==> config.mk <==
export PLATFORM = sky130hd
export DESIGN_NAME = hamming_rx_flat
export DESIGN_NICKNAME = d
export VERILOG_FILES = /design/src/rtl/hamming_rx_if.sv /design/src/rtl/hamming_rx.sv /design/src/flat_wrapper.sv
export SDC_FILE = /design/constraint.sdc
export NUM_CORES = 1
export LEC_CHECK = 0
export ABC_AREA = 1
export CAP_MARGIN = 5
export CORE_MARGIN = 4
export CORE_UTILIZATION = 40
export DETAILED_ROUTE_END_ITERATION = 12
export DONT_BUFFER_PORTS = 1
export HOLD_SLACK_MARGIN = 0.03
export PLACE_DENSITY_LB_ADDON = 0.12
export SYNTH_ARGS = -nofsm -noshare
export SYNTH_HDL_FRONTEND = slang
export SYNTH_SLANG_ARGS = --single-unit
==> constraint.sdc <==
create_clock -name clk -period 1.7 [get_ports clk]
set_input_delay 0.34 -clock clk [delete_from_list [all_inputs] [get_ports clk]]
set_output_delay 0.34 -clock clk [all_outputs]
set_load 0.01 [all_outputs]
==> src/rtl/hamming_rx_if.sv <==
// Serial codeword input and corrected-word output bundle for hamming_rx.
// The slave modport is the decoder side; the master modport is the producer/consumer side.
interface hamming_rx_if;
   logic        in_bit;
   logic        in_valid;
   logic        in_ready;
   logic [10:0] out_data;
   logic [3:0]  out_syndrome;
   logic        out_corrected;
   logic        out_valid;
   logic        out_ready;
   logic [15:0] err_count;

   modport slave (
      input  in_bit, in_valid, out_ready,
      output in_ready, out_data, out_syndrome, out_corrected, out_valid, err_count
   );

   modport master (
      output in_bit, in_valid, out_ready,
      input  in_ready, out_data, out_syndrome, out_corrected, out_valid, err_count
   );
endinterface

==> src/rtl/hamming_rx.sv <==
// Serial Hamming(15,11) receiver: shifts in 15 bits LSB-first, corrects one flip, holds the word.
// Define HAMMING_RX_ERR_CNT_EN to build the saturating corrected-word counter.
module hamming_rx (
   input  logic           clk,
   input  logic           rst,
   hamming_rx_if.slave    bus
);
   typedef enum logic [1:0] {SHIFT, DECODE, HOLD} state_t;

   // Codeword position (1-based) of each data bit d[0..10].
   localparam logic [3:0] DPOS [11] = '{4'd3, 4'd5, 4'd6, 4'd7, 4'd9, 4'd10,
                                        4'd11, 4'd12, 4'd13, 4'd14, 4'd15};

   state_t      r_state;
   logic [3:0]  r_cnt;
   logic [14:0] r_sr;
   logic [10:0] r_data;
   logic [3:0]  r_syn;
   logic        r_corr;
   logic        r_valid;
   logic        r_in_ready;

   logic [3:0]  w_syn;
   logic [10:0] w_data;

   always_comb begin
      w_syn = '0;
      for (int unsigned k = 0; k < 15; k++) begin
         if (r_sr[k]) w_syn = w_syn ^ 4'(k + 1);
      end
   end

   // Flip a data bit only when the syndrome points at its position; parity flips need no action.
   always_comb begin
      w_data = '0;
      for (int unsigned i = 0; i < 11; i++) begin
         w_data[i] = r_sr[DPOS[i] - 4'd1] ^ (w_syn == DPOS[i]);
      end
   end

   always_ff @(posedge clk or posedge rst) begin
      if (rst) begin
         r_state    <= SHIFT;
         r_cnt      <= '0;
         r_sr       <= '0;
         r_data     <= '0;
         r_syn      <= '0;
         r_corr     <= 1'b0;
         r_valid    <= 1'b0;
         r_in_ready <= 1'b1;
      end else begin
         case (r_state)
            SHIFT: begin
               if (bus.in_valid) begin
                  r_sr[r_cnt] <= bus.in_bit;
                  if (r_cnt == 4'd14) begin
                     r_cnt      <= '0;
                     r_in_ready <= 1'b0;
                     r_state    <= DECODE;
                  end else begin
                     r_cnt <= r_cnt + 4'd1;
                  end
               end
            end
            DECODE: begin
               r_data  <= w_data;
               r_syn   <= w_syn;
               r_corr  <= (w_syn != 4'd0);
               r_valid <= 1'b1;
               r_state <= HOLD;
            end
            HOLD: begin
               if (bus.out_ready) begin
                  r_valid    <= 1'b0;
                  r_in_ready <= 1'b1;
                  r_state    <= SHIFT;
               end
            end
            default: begin
               r_state    <= SHIFT;
               r_cnt      <= '0;
               r_valid    <= 1'b0;
               r_in_ready <= 1'b1;
            end
         endcase
      end
   end

   assign bus.in_ready      = r_in_ready;
   assign bus.out_data      = r_data;
   assign bus.out_syndrome  = r_syn;
   assign bus.out_corrected = r_corr;
   assign bus.out_valid     = r_valid;

`ifdef HAMMING_RX_ERR_CNT_EN
   logic [15:0] r_err;

   always_ff @(posedge clk or posedge rst) begin
      if (rst) begin
         r_err <= '0;
      end else if (r_valid && bus.out_ready && r_corr && (r_err != '1)) begin
         r_err <= r_err + 16'd1;
      end
   end

   assign bus.err_count = r_err;
`else
   assign bus.err_count = '0;
`endif
endmodule

==> src/flat_wrapper.sv <==
// flat-port wrapper written by rule: the top's interface ports become plain ports
module hamming_rx_flat 
  (clk, rst, bus_in_bit, bus_in_valid, bus_out_ready, bus_in_ready, bus_out_data, bus_out_syndrome, bus_out_corrected, bus_out_valid, bus_err_count);
  hamming_rx_if bus_i ();
  input  logic clk;
  input  logic rst;
  input wire logic [$bits(bus_i.in_bit)-1:0] bus_in_bit;
  input wire logic [$bits(bus_i.in_valid)-1:0] bus_in_valid;
  input wire logic [$bits(bus_i.out_ready)-1:0] bus_out_ready;
  output wire logic [$bits(bus_i.in_ready)-1:0] bus_in_ready;
  output wire logic [$bits(bus_i.out_data)-1:0] bus_out_data;
  output wire logic [$bits(bus_i.out_syndrome)-1:0] bus_out_syndrome;
  output wire logic [$bits(bus_i.out_corrected)-1:0] bus_out_corrected;
  output wire logic [$bits(bus_i.out_valid)-1:0] bus_out_valid;
  output wire logic [$bits(bus_i.err_count)-1:0] bus_err_count;
  assign bus_i.in_bit = bus_in_bit;
  assign bus_i.in_valid = bus_in_valid;
  assign bus_i.out_ready = bus_out_ready;
  assign bus_in_ready = bus_i.in_ready;
  assign bus_out_data = bus_i.out_data;
  assign bus_out_syndrome = bus_i.out_syndrome;
  assign bus_out_corrected = bus_i.out_corrected;
  assign bus_out_valid = bus_i.out_valid;
  assign bus_err_count = bus_i.err_count;
  hamming_rx u_core (.clk(clk), .rst(rst), .bus(bus_i));
endmodule
==> key figures <==
Clock network
  – Clk slew on worst S/H paths: 80 ps
  – CTS Buf Count: 5
  – CTS max path bufs: 2
  – Number of clock sinks: 39
  – Clock Tree Root: clkbuf_8
  – CTS H-tree lvls: 2
  – CTS tree: yes
  – Hold_buf cts: 0
  – Skew-Pair Late Insertion Delay: 300 ps

STA
  – Fmax: 566 MHz
  – Final worst slack: -67.0 ps
  – Final number of setup-violating endpoints: 10
  – Tmin final: 1770 ps
  – Period utilization: 104%
  – Final Skew: 13.3 ps
  – Pins over their slew limit: 0
  – Slew margin rel.: 62.1%
  – RSZ-0062 raised after global routing: yes
  – Final Hold Slack: 49.9 ps
  – Setup TNS: -293 ps
  – Hold Vio Cnt, Final: 0
  – Worst-margin pin slew: 567 ps

Power and ir drop
  – Design Power: 7320 uW
  – Max VDD drop: 0.696 mV
  – Pwr Density: 2220 nW/um^2
  – P_leak: 0.00166 uW

Detailed routing
  – WL per Instance: 13.8 um
  – DR DRC count: 0
  – DRT Wirelength: 6740 um
  – Via density per instance: 4.91
  – DRT antenna net count: 0
  – Vias: 2404
  – 1st-pass router iterations: 4
  – DR iter-0 viols: 125

Floorplanning
  – Core Region: 6460 sq um
  – Starting Density: 41.8%
  – Top Ports: 39
  – Die Ht: 90.1 um
  – # rows: 29
  – Die X: 90.1 um
  – Die ar.: 8130 sq um

Setup path
  – Worst Setup SP: u_core.r_sr[4]
  – Required @ worst endpoint: 1940 ps
  – Start-to-end type of the worst setup path: flop to flop
  – Worst-path fanout max: 8
  – Worst path max stage delay: 420 ps
  – CP max stage cell: dfrtp_1
  – Worst setup SP type: flop
  – CP arrival: 2000 ps
  – Reg2reg start: u_core.r_sr[4]
  – Critical-path cell list: buf_4, nand2_2, nand2_1, nand2_1, nand2_2, inv_4, nand2_2, nand3_2, nand2_4, nor2_4, nand2_1, nand2_1, nand3_2, nand2_1
  – Most frequent cell on the critical path: nand2_1
  – CP Capture Type: flop

Place
  – Placed insts: 469
  – Routability Congestion: 0.915
  – Port Buffer Count: 0
  – Post-DP HPWL: 4840 um
  – DP Worst Slack: -61.5 ps

Final layout
  – Diodes inserted: 0
  – Synth-to-layout area growth: 22.0%
  – Multi-input gate area: 1700 sq um
  – Filler cells: 624
  – Commonest non-fill, non-tap cell in the layout: nand2_1
  – Final nets: 420
  – Share of cells above drive strength 1: 36.3%
  – Register area: 985 sq um
  – Layout Cells excl Fill: 490
  – Most frequent cells in the layout: 106 x nand2_1, 33 x buf_4, 32 x dfrtp_1

GRT
  – All-Layer GR Usage: 15.8%
  – GR Util met1: 19.4%
  – Met2 Usage GRT: 26.8%
  – Initial antenna violation count: 0
  – Met3 track demand over resource: 3.59%
  – Global-route wire length before repair: 10500 um
  – GR Overflow Total: 0
  – Number of global-route vias before repair: 2150
  – Largest net degree at the start of global routing: 40
  – Global routing's busiest layer: met2

Job
  – Max-cap violations: 0

Synthesis
  – Yosys warning total: 0
  – Distinct cell type count after synthesis: 28
  – Mapped cell area: 2700 sq um
  – Post-synth EDFFs: 0
  – Yosys top cell by area: dfrtp_1
  – Post-synthesis sequential area ratio: 36.2%
  – Commonest register cell after synthesis: dfrtp_1
  – Yosys reg bits: 39
  – Post-synth ARST share: 100%
  – Cells after synthesis: 380
  – Main area contributors after synthesis: dfrtp_1 35%, nand2_1 18%, nand3_1 6.5%
  – Mean Syn Cell Area: 7.10 sq um
  – Synth top area share: 35.2%

Worst hold path
  – HP Class: input port to async pin

Status
  – Status: finished, violations left
  – Failing checks: negative setup slack
-- kinds of logic (layout without fill, tap and decap cells) --
logic type,Yosys count,count (layout),share of synthesized area (%)
simple gates,230,230,40.6
other cells,1,16,0.139
compound gates,40,40,7.79
buf+inv,62,80,12.0
fa+ha+maj,3,3,1.39
flops,39,39,36.2
xor+xnor,5,5,1.90
-- synthesized netlist by cell type, types with 2 or more instances --
cell,n
ha_1,3
nor2_2,3
a21oi_1,8
nand2_2,23
buf_2,2
o21ai_0,24
xnor2_1,2
nand3_1,35
nor3_1,2
nand3_2,8
buf_4,17
clkbuf_1,3
nand2_1,129
nor2_1,20
nand2_4,2
a31oi_1,8
xor2_1,2
nor2_4,7
inv_1,27
buf_6,3
dfrtp_1,38
inv_2,8
-- sequential cells by signal (all words and copies together) (netlist names) --
register,flops
u_core.r_sr,15
u_core.r_state,2
u_core.bus.out_data,11
u_core.bus.out_valid,1
u_core.bus.out_syndrome,4
u_core.bus.in_ready,1
u_core.bus.out_corrected,1
u_core.r_cnt,4
-- metal layers --
| layer | routed length [um] | vias up |
|---|---|---|
| li1 | - | 1229 |
| met1 | 3030 | 1122 |
| met2 | 3350 | 38 |
| met3 | 167 | 15 |
| met4 | 189 | 0 |
| met5 | 0 | - |
-- final cells by class --
| type | count | area share, % |
|---|---|---|
| inverters | 37 | 4.60 |
| flip-flops and latches | 39 | 29.9 |
| well taps | 77 | 2.93 |
| multi-input cells | 294 | 51.7 |
| repair buffers | 35 | 8.21 |
| clock buffers | 5 | 2.09 |
| clock inverters | 3 | 0.608 |
-- timing repair --
item	4_1_cts	5_1_grt
resized for setup	20	60
setup buffers	6	7
pin swaps	13	37
gates cloned	0	0
endpoints found under the setup margin	12	14
-- stage by stage --
| step | utilization (%) | cell area, sq um |
|---|---|---|
| final | 51.0 | 3290 |
| after global routing | 51.0 | 3290 |
| after CTS | 46.9 | 3030 |
| after detailed placement | 43.9 | 2830 |
| after global placement | 43.9 | 2830 |
| after floorplan | - | 2760 |
-- power breakdown --
| group | total (uW) | switching [uW] | internal (uW) |
|---|---|---|---|
| Sequential | 1710 | 433 | 1280 |
| Combinational | 4950 | 3130 | 1820 |
| Clock | 652 | 366 | 286 |
-- path summary, 6_finish.rpt --
path | end | slack (ps) | depth (start not counted)
hold reg to reg | u_core.bus.in_ready | 530 | 2
hold / removal | u_core.bus.out_syndrome[0] | 50 | 2
setup reg to reg | u_core.bus.out_data[8] | -70 | 14
min in group clk | u_core.r_sr[14] | 210 | 2
max in group asynchronous | u_core.r_sr[6] | 1260 | 2
setup / recovery | u_core.bus.out_data[8] | -70 | 14
-- worst max-delay path, delay by kind of cell (launching register included) --
family | cells | cell delay (ps)
and+or+nand+nor | 12 | 1070
DFF | 1 | 420
buffers and inverters | 2 | 230
No activity file was read; power rests on OpenSTA's default activity.
